### config.mk
export PLATFORM = sky130hd
export DESIGN_NAME = vpu_datapath
export DESIGN_NICKNAME = d
export VERILOG_FILES = /design/src/rtl/vpu_pkg.sv /design/src/rtl/vpu_lane.sv /design/src/rtl/vpu_datapath.sv
export SDC_FILE = /design/constraint.sdc
export NUM_CORES = 2
export LEC_CHECK = 0
export ABC_AREA = 0
export BUFFER_PORTS_ARGS = -buffer_cell sky130_fd_sc_hd__buf_2
export CORE_MARGIN = 3
export CORE_UTILIZATION = 50
export DETAILED_ROUTE_END_ITERATION = 10
export MAX_ROUTING_LAYER = met4
export PLACE_DENSITY = 0.69
export SYNTH_ARGS = -nofsm -noshare
export SYNTH_HDL_FRONTEND = slang
export SYNTH_HIERARCHICAL = 1
export SYNTH_SLANG_ARGS = --single-unit
### constraint.sdc
create_clock -name clk -period 7.3 [get_ports clk]
set_clock_uncertainty 0.1 [all_clocks]
set_input_delay 1.46 -clock clk [delete_from_list [all_inputs] [get_ports clk]]
set_output_delay 1.46 -clock clk [all_outputs]
set_load 0.1 [all_outputs]
### src/rtl/vpu_pkg.sv
// Shared types, constants and the saturating clamp used by the VPU datapath lanes.
package vpu_pkg;
  localparam int DATA_W     = 16;
  localparam int FRAC_W     = 8;
  localparam int MODE_BIAS  = 0;
  localparam int MODE_LRELU = 1;

  typedef logic signed [DATA_W-1:0] data_t;

  localparam data_t LEAK_DEFAULT = 16'sh001A;
  localparam logic signed [32:0] ROUND_HALF = 33'sd1 <<< (FRAC_W - 1);

  // Clamp a wide signed intermediate into the 16-bit element range.
  function automatic data_t sat16(input logic signed [32:0] v);
    if (v > 33'sd32767) begin
      return 16'sh7FFF;
    end else if (v < -33'sd32768) begin
      return 16'sh8000;
    end else begin
      return v[15:0];
    end
  endfunction
endpackage

### src/rtl/vpu_lane.sv
// One lane of the datapath: input register, saturating bias stage, leaky-ReLU stage.
module vpu_lane
  import vpu_pkg::*;
(
  input  logic       clk,
  input  logic       rst_n,
  input  logic [1:0] mode,
  input  data_t      leak,
  input  data_t      data_in,
  input  data_t      bias_in,
  input  logic       valid_in,
  output data_t      data_out,
  output logic       valid_out
);
  logic       valid1_r, valid2_r;
  data_t      x1_r, bias1_r, leak1_r, x2_r, leak2_r;
  logic [1:0] mode1_r, mode2_r;

  logic signed [32:0] bias_sum_s, prod_s, scaled_s;
  data_t              s2_next_s, act_s;

  // S1: capture operands and the per-element mode; data holds across bubbles.
  always_ff @(posedge clk or negedge rst_n) begin
    if (!rst_n) begin
      valid1_r <= 1'b0;
      x1_r     <= 16'sh0000;
      bias1_r  <= 16'sh0000;
      leak1_r  <= 16'sh0000;
      mode1_r  <= 2'b00;
    end else begin
      valid1_r <= valid_in;
      if (valid_in) begin
        x1_r    <= data_in;
        bias1_r <= bias_in;
        leak1_r <= leak;
        mode1_r <= mode;
      end
    end
  end

  // Saturating bias add or operand pass-through.
  always_comb begin
    bias_sum_s = 33'(x1_r) + 33'(bias1_r);
    if (mode1_r[MODE_BIAS]) begin
      s2_next_s = sat16(bias_sum_s);
    end else begin
      s2_next_s = x1_r;
    end
  end

  // S2 register: biased value plus forwarded leak and mode.
  always_ff @(posedge clk or negedge rst_n) begin
    if (!rst_n) begin
      valid2_r <= 1'b0;
      x2_r     <= 16'sh0000;
      leak2_r  <= 16'sh0000;
      mode2_r  <= 2'b00;
    end else begin
      valid2_r <= valid1_r;
      if (valid1_r) begin
        x2_r    <= s2_next_s;
        leak2_r <= leak1_r;
        mode2_r <= mode1_r;
      end
    end
  end

  // Leaky ReLU on negatives: round-half-up rescale of x*leak, then clamp.
  always_comb begin
    prod_s   = 33'(x2_r) * 33'(leak2_r);
    scaled_s = (prod_s + ROUND_HALF) >>> FRAC_W;
    if (mode2_r[MODE_LRELU] && x2_r[DATA_W-1]) begin
      act_s = sat16(scaled_s);
    end else begin
      act_s = x2_r;
    end
  end

  // Output register: the last valid result stays on the port during bubbles.
  always_ff @(posedge clk or negedge rst_n) begin
    if (!rst_n) begin
      valid_out <= 1'b0;
      data_out  <= 16'sh0000;
    end else begin
      valid_out <= valid2_r;
      if (valid2_r) begin
        data_out <= act_s;
      end
    end
  end
endmodule

### src/rtl/vpu_datapath.sv
// Four independent lanes sharing the pathway mode and leak factor from the VPU controller.
module vpu_datapath
  import vpu_pkg::*;
(
  input  logic       clk,
  input  logic       rst_n,
  input  logic [3:0] vpu_data_pathway,
  input  data_t      vpu_data_in_1,
  input  data_t      vpu_data_in_2,
  input  data_t      vpu_data_in_3,
  input  data_t      vpu_data_in_4,
  input  logic       vpu_valid_in_1,
  input  logic       vpu_valid_in_2,
  input  logic       vpu_valid_in_3,
  input  logic       vpu_valid_in_4,
  input  data_t      bias_scalar_in_1,
  input  data_t      bias_scalar_in_2,
  input  data_t      bias_scalar_in_3,
  input  data_t      bias_scalar_in_4,
  input  data_t      lr_leak_factor_in,
  output data_t      vpu_data_out_1,
  output data_t      vpu_data_out_2,
  output data_t      vpu_data_out_3,
  output data_t      vpu_data_out_4,
  output logic       vpu_valid_out_1,
  output logic       vpu_valid_out_2,
  output logic       vpu_valid_out_3,
  output logic       vpu_valid_out_4
);
  logic [1:0] mode_s;
  logic       unused_pathway_s;

  assign mode_s           = vpu_data_pathway[1:0];
  assign unused_pathway_s = ^vpu_data_pathway[3:2];

  vpu_lane u_lane1 (
    .clk(clk), .rst_n(rst_n), .mode(mode_s), .leak(lr_leak_factor_in),
    .data_in(vpu_data_in_1), .bias_in(bias_scalar_in_1), .valid_in(vpu_valid_in_1),
    .data_out(vpu_data_out_1), .valid_out(vpu_valid_out_1)
  );

  vpu_lane u_lane2 (
    .clk(clk), .rst_n(rst_n), .mode(mode_s), .leak(lr_leak_factor_in),
    .data_in(vpu_data_in_2), .bias_in(bias_scalar_in_2), .valid_in(vpu_valid_in_2),
    .data_out(vpu_data_out_2), .valid_out(vpu_valid_out_2)
  );

  vpu_lane u_lane3 (
    .clk(clk), .rst_n(rst_n), .mode(mode_s), .leak(lr_leak_factor_in),
    .data_in(vpu_data_in_3), .bias_in(bias_scalar_in_3), .valid_in(vpu_valid_in_3),
    .data_out(vpu_data_out_3), .valid_out(vpu_valid_out_3)
  );

  vpu_lane u_lane4 (
    .clk(clk), .rst_n(rst_n), .mode(mode_s), .leak(lr_leak_factor_in),
    .data_in(vpu_data_in_4), .bias_in(bias_scalar_in_4), .valid_in(vpu_valid_in_4),
    .data_out(vpu_data_out_4), .valid_out(vpu_valid_out_4)
  );
endmodule

# == Word level (Yosys, flattened, before mapping) ==
# Index checks and enable logic that the tools add are counted.
# classes
addsub,8
n_mul,4
n_lt_le_gt_ge,16
n_mux,24
reduce_logical,4
# op_table
operator,n
16-bit two-way mux,24
"32-bit by 9-bit adder with 33-bit output, second input constant",4
"33-bit by 16-bit > comparator with 1-bit output, second input constant",4
"33-bit by 16-bit < comparator with 1-bit output, second input constant",4
16-bit by 16-bit multiplier with 32-bit output,4
"25-bit by 16-bit > comparator with 1-bit output, second input constant",4
"25-bit by 16-bit < comparator with 1-bit output, second input constant",4
16-bit by 16-bit adder with 17-bit output,4
1-bit logical AND,4
# word_totals
regBits,412
in_bits,154
output_inout_bits,68
word_cells,100

# == Depth between registers and ports, before layout ==
# depth
word_depth,6
mapped_depth,29
ltp_nobuf,25

# == Modules after synthesis ==
# The synthesis kept the hierarchy.
# by_module_without_submodules
mod,n_inst,cells_per_inst,area_per_inst_um2,seq_area_each_um2
vpu_lane at u_lane1,1,1628,15509.9,2552.4
vpu_lane at u_lane3,1,1562,15087.0,2552.4
vpu_lane at u_lane2,1,1580,15051.9,2552.4
vpu_lane at u_lane4,1,1550,14940.6,2552.4

# == Worst setup path after synthesis ==
# OpenSTA, ideal clock, no wires.
# synth_path
kind,register -> register
startpoint,register u_lane1.x2_r[15]
endpoint,register u_lane1.data_out[2]
setup_time_ps,129
arrival_ps,6987
slack_ps,84
path_stages_with_launch,28
n_path_buf,4
synth_period_minus_slack_ps,7216
cell_sequence,dfrtp_1 -> clkbuf_1 -> clkbuf_1 -> and2_1 -> fa_1 -> inv_1 -> fa_1 -> inv_1 -> fa_1 -> inv_1 -> fa_1 -> inv_1 -> fa_1 -> inv_1 -> fa_1 -> inv_1 -> ha_1 -> clkbuf_1 -> and4_1 -> and3_1 -> a41oi_1 -> o21ai_0 -> or3_1 -> a221oi_2 -> nand4_2 -> buf_6 -> o211ai_2 -> o21ai_1
# synth_between
elab_chain_cells,6
elab_cells_between_ends,8
# synth_rtl
element,line_no,text
start: declaration,vpu_lane.sv:16,"data_t x1_r, bias1_r, leak1_r, x2_r, leak2_r;"
start signal: assignment,vpu_lane.sv:61,x2_r <= s2_next_s;
16-bit by 16-bit multiplier with 32-bit output,vpu_lane.sv:70,prod_s = 33'(x2_r) * 33'(leak2_r);
32-bit by 9-bit adder with 33-bit output,vpu_lane.sv:71,scaled_s = (prod_s + ROUND_HALF) >>> FRAC_W;
25-bit by 16-bit < comparator with 1-bit output,vpu_pkg.sv:17,end else if (v < -33'sd32768) begin
16-bit two-way mux,vpu_pkg.sv:17,
16-bit two-way mux,vpu_pkg.sv:15,if (v > 33'sd32767) begin
16-bit two-way mux *,vpu_lane.sv:72,if (mode2_r[MODE_LRELU] && x2_r[DATA_W-1]) begin
end signal: assignment,vpu_lane.sv:87,data_out <= act_s;
end: declaration,vpu_lane.sv:12,"output data_t data_out,"
# Every way passes the cells marked *; elsewhere a longest branch is shown, timed or not.
# A chain may end at the register's enable or synchronous reset.

# == Final worst setup path ==
# layout_path
startpoint,register u_lane1.x2_r[15]
endpoint,register u_lane1.data_out[11]
# The elaborated chain is that of the path after synthesis.

==> reports/metrics.yaml <==
outcome: "completed"
grt_pass1_wl_mm: 251
path_class: "reg -> reg"
ios: 222
worstPathArrival_ps: 7460
area_delta_synth_final_pct: 10.4
syn-num-nets: 7922
grt.total_usage_pct: 25.6
num-nets-final: 8189
clk_latency_ps: 620
holdCritPathClass: "reg -> reg"
antenna_left: 0
postLayoutCellArea_mm2: 0.0669
max_freq_ghz: 0.141
cp_max_fo: 7
drc: 0
start_kind: "flip-flop"
synth_seq_area_share_pct: 16.9
place_area_mm2: 0.0648
drt_iter0_drc: 2488
antenna_found_initial: 4
rows: 127
synth_cells: 6320
root_buffer: "clkbuf_16"
cts_buffers: 49
cts_hold_buf: 0
grt_setup_unrepaired: "true"
synth-edff-count: 0
final_cell_mix: "inv_1, fa_1, nand2_1, and2_1, ha_1"
period_needed_ps: 7070
die-area_mm2: 0.125
finalCritPeriodShare_pct: 96.8
tightest_slew_ps: 1090
vias: 43913
crit_required_ps: 7690
ctsHtreeMaxLevel: 2
firstDrtPassIters: 5
viasPerCell: 5.33
fin_setup_tns_ps: 0
routed_wl_mm: 151
io_buffers: 219
synth-seq-cells: 408
die_x_um: 354
wl_per_cell_um: 18.3
multiInputGateArea_mm2: 0.0444
grt_max_degree: 155
grt_overflow: 0
syn_area_per_cell_um2: 9.59
syn_area_mm2: 0.0606
cts.sinks: 408
start_util_pct: 50.4
synth_ff_type: "dfrtp_1"
n_fill_cell: 10645
place_congestion: 0.916
hold_violations: 0
core_region_area_mm2: 0.120
setup_viol: 0
max-slew-margin-rel_pct: 27.3
ys_types: 124
cts.path.max_buffers: 3
synthArstFlopShare_pct: 100
hpwl_mm: 124
regArea_mm2: 0.0103
drive_gt1_share_pct: 16.5
dieHeight_um: 354
endpoint_kind: "flip-flop"
clkTransAtPathRegs_ps: 60
cts_tree: "done"
drv_slew: 0
grt_pass1_vias: 47106
final_common_cell: "inv_1"
max-cap-violations: 0
ys.warnings.count: 6
==> final timing paths <==
check / start / endpoint / slack (ps) / depth (start not counted)
max reg2reg: u_lane1/x2_r[15]$_DFFE_PN0P_ / u_lane1/data_out[11]$_DFFE_PN0P_ / 230 / 24
max: u_lane1/x2_r[15]$_DFFE_PN0P_ / u_lane1/data_out[11]$_DFFE_PN0P_ / 230 / 24
max in group asynchronous: rst_n / u_lane1/x2_r[6]$_DFFE_PN0P_ / 4940 / 2
min reg2reg: u_lane1/leak1_r[15]$_DFFE_PN0P_ / u_lane1/leak2_r[15]$_DFFE_PN0P_ / 380 / 2
min: u_lane1/leak1_r[15]$_DFFE_PN0P_ / u_lane1/leak2_r[15]$_DFFE_PN0P_ / 380 / 2
min in group asynchronous: rst_n / u_lane4/valid2_r$_DFF_PN0_ / 710 / 1
==> synthesized netlist by cell type, types with 16 or more instances <==
library cell,n,area [um2]
o21ai_0,118,591
ha_1,376,4700
nand2_1,683,2560
a31oi_1,21,131
clkbuf_1,243,912
nor3_1,34,170
o22a_1,20,175
xnor2_1,119,1040
a21oi_2,25,219
o21bai_1,26,195
o21ai_1,23,115
nor2b_1,16,100
a21o_1,43,323
o211ai_1,23,173
xor2_1,41,359
a221oi_1,29,254
nand4_1,31,194
o21a_1,22,165
inv_1,1338,5020
a21oi_1,192,961
mux2_2,266,3000
nor2_1,227,852
and3_1,16,100
o22ai_1,52,325
and2_1,468,2930
fa_1,1072,21500
nand3_1,46,230
dfrtp_1,408,10200
nand2b_1,37,231
buf_2,16,80.1
==> per-layer routing <==
| layer | GRT usage (%) | share of wire (%) | routed length (um) |
|---|---|---|---|
| met1 | 34.6 | 44 | 66800 |
| met2 | 40.4 | 47 | 70600 |
| met3 | 4.63 | 6.4 | 9670 |
| met4 | 6.01 | 2.5 | 3840 |
| met5 | - | 0 | 0 |
==> kinds of logic after synthesis <==
| family | Yosys count | share of synthesized area, % |
|---|---|---|
| adder cells (fa/ha/maj) | 1449 | 43.2 |
| flip-flops | 408 | 16.9 |
| XOR/XNOR | 162 | 2.37 |
| AND/OR/NAND/NOR | 1640 | 13.3 |
| buffers and inverters | 1629 | 10.3 |
| AO/OA/AOI/OAI | 760 | 8.95 |
| multiplexers | 272 | 5.04 |
==> final cells by class <==
cell class                      count  area share (%)
Timing Repair Buffer              506            5.24
Antenna cell                        1         0.00374
Clock buffer                       68            2.08
Multi-Input combinational cell   4283            66.3
Inverter                         1339            7.52
Tap cell                         1612            3.01
Sequential cell                   408            15.4
Clock inverter                     22           0.481
==> timing repair <==
item | CTS | global route
pin swaps | 0 | 26
resized for setup | 1 | 123
buffers inserted | 0 | 9
endpoints found under the setup margin | 14 | 61
gates cloned | 0 | 1
==> metrics by stage <==
| step | hold slack (ps) | setup WS, ps | cells | utilization (%) |
|---|---|---|---|---|
| 5_1_grt | 406 | -40.7 | 8238 | 55.7 |
| 3_3_place_gp | 359 | 45.7 | 8138 | 53.9 |
| 6_report | 382 | 233 | 8239 | 55.7 |
| 2_1_floorplan | 252 | 84.2 | 6320 | - |
| 3_5_place_dp | 368 | -50.4 | 8138 | 53.9 |
| 4_1_cts | 383 | 26.8 | 8228 | 55.3 |
==> critical path, stage by stage (launching register included) <==
cell,delay [ps]
dfrtp_2,500
buf_6,170
buf_4,150
and2_1,150
fa_2,580
inv_1,80
fa_2,570
inv_2,90
fa_1,540
inv_1,60
fa_1,550
fa_1,440
fa_1,550
inv_1,40
ha_2,320
a21o_1,170
a21o_1,180
a21oi_2,140
o21ai_2,80
or4_4,550
a221oi_4,310
nand4_4,190
buf_6,200
o211ai_2,160
o21ai_1,90
Power is left out: the tool's default activity adds up to more than one toggle a clock period on the data nets, which glitch-free logic cannot reach.
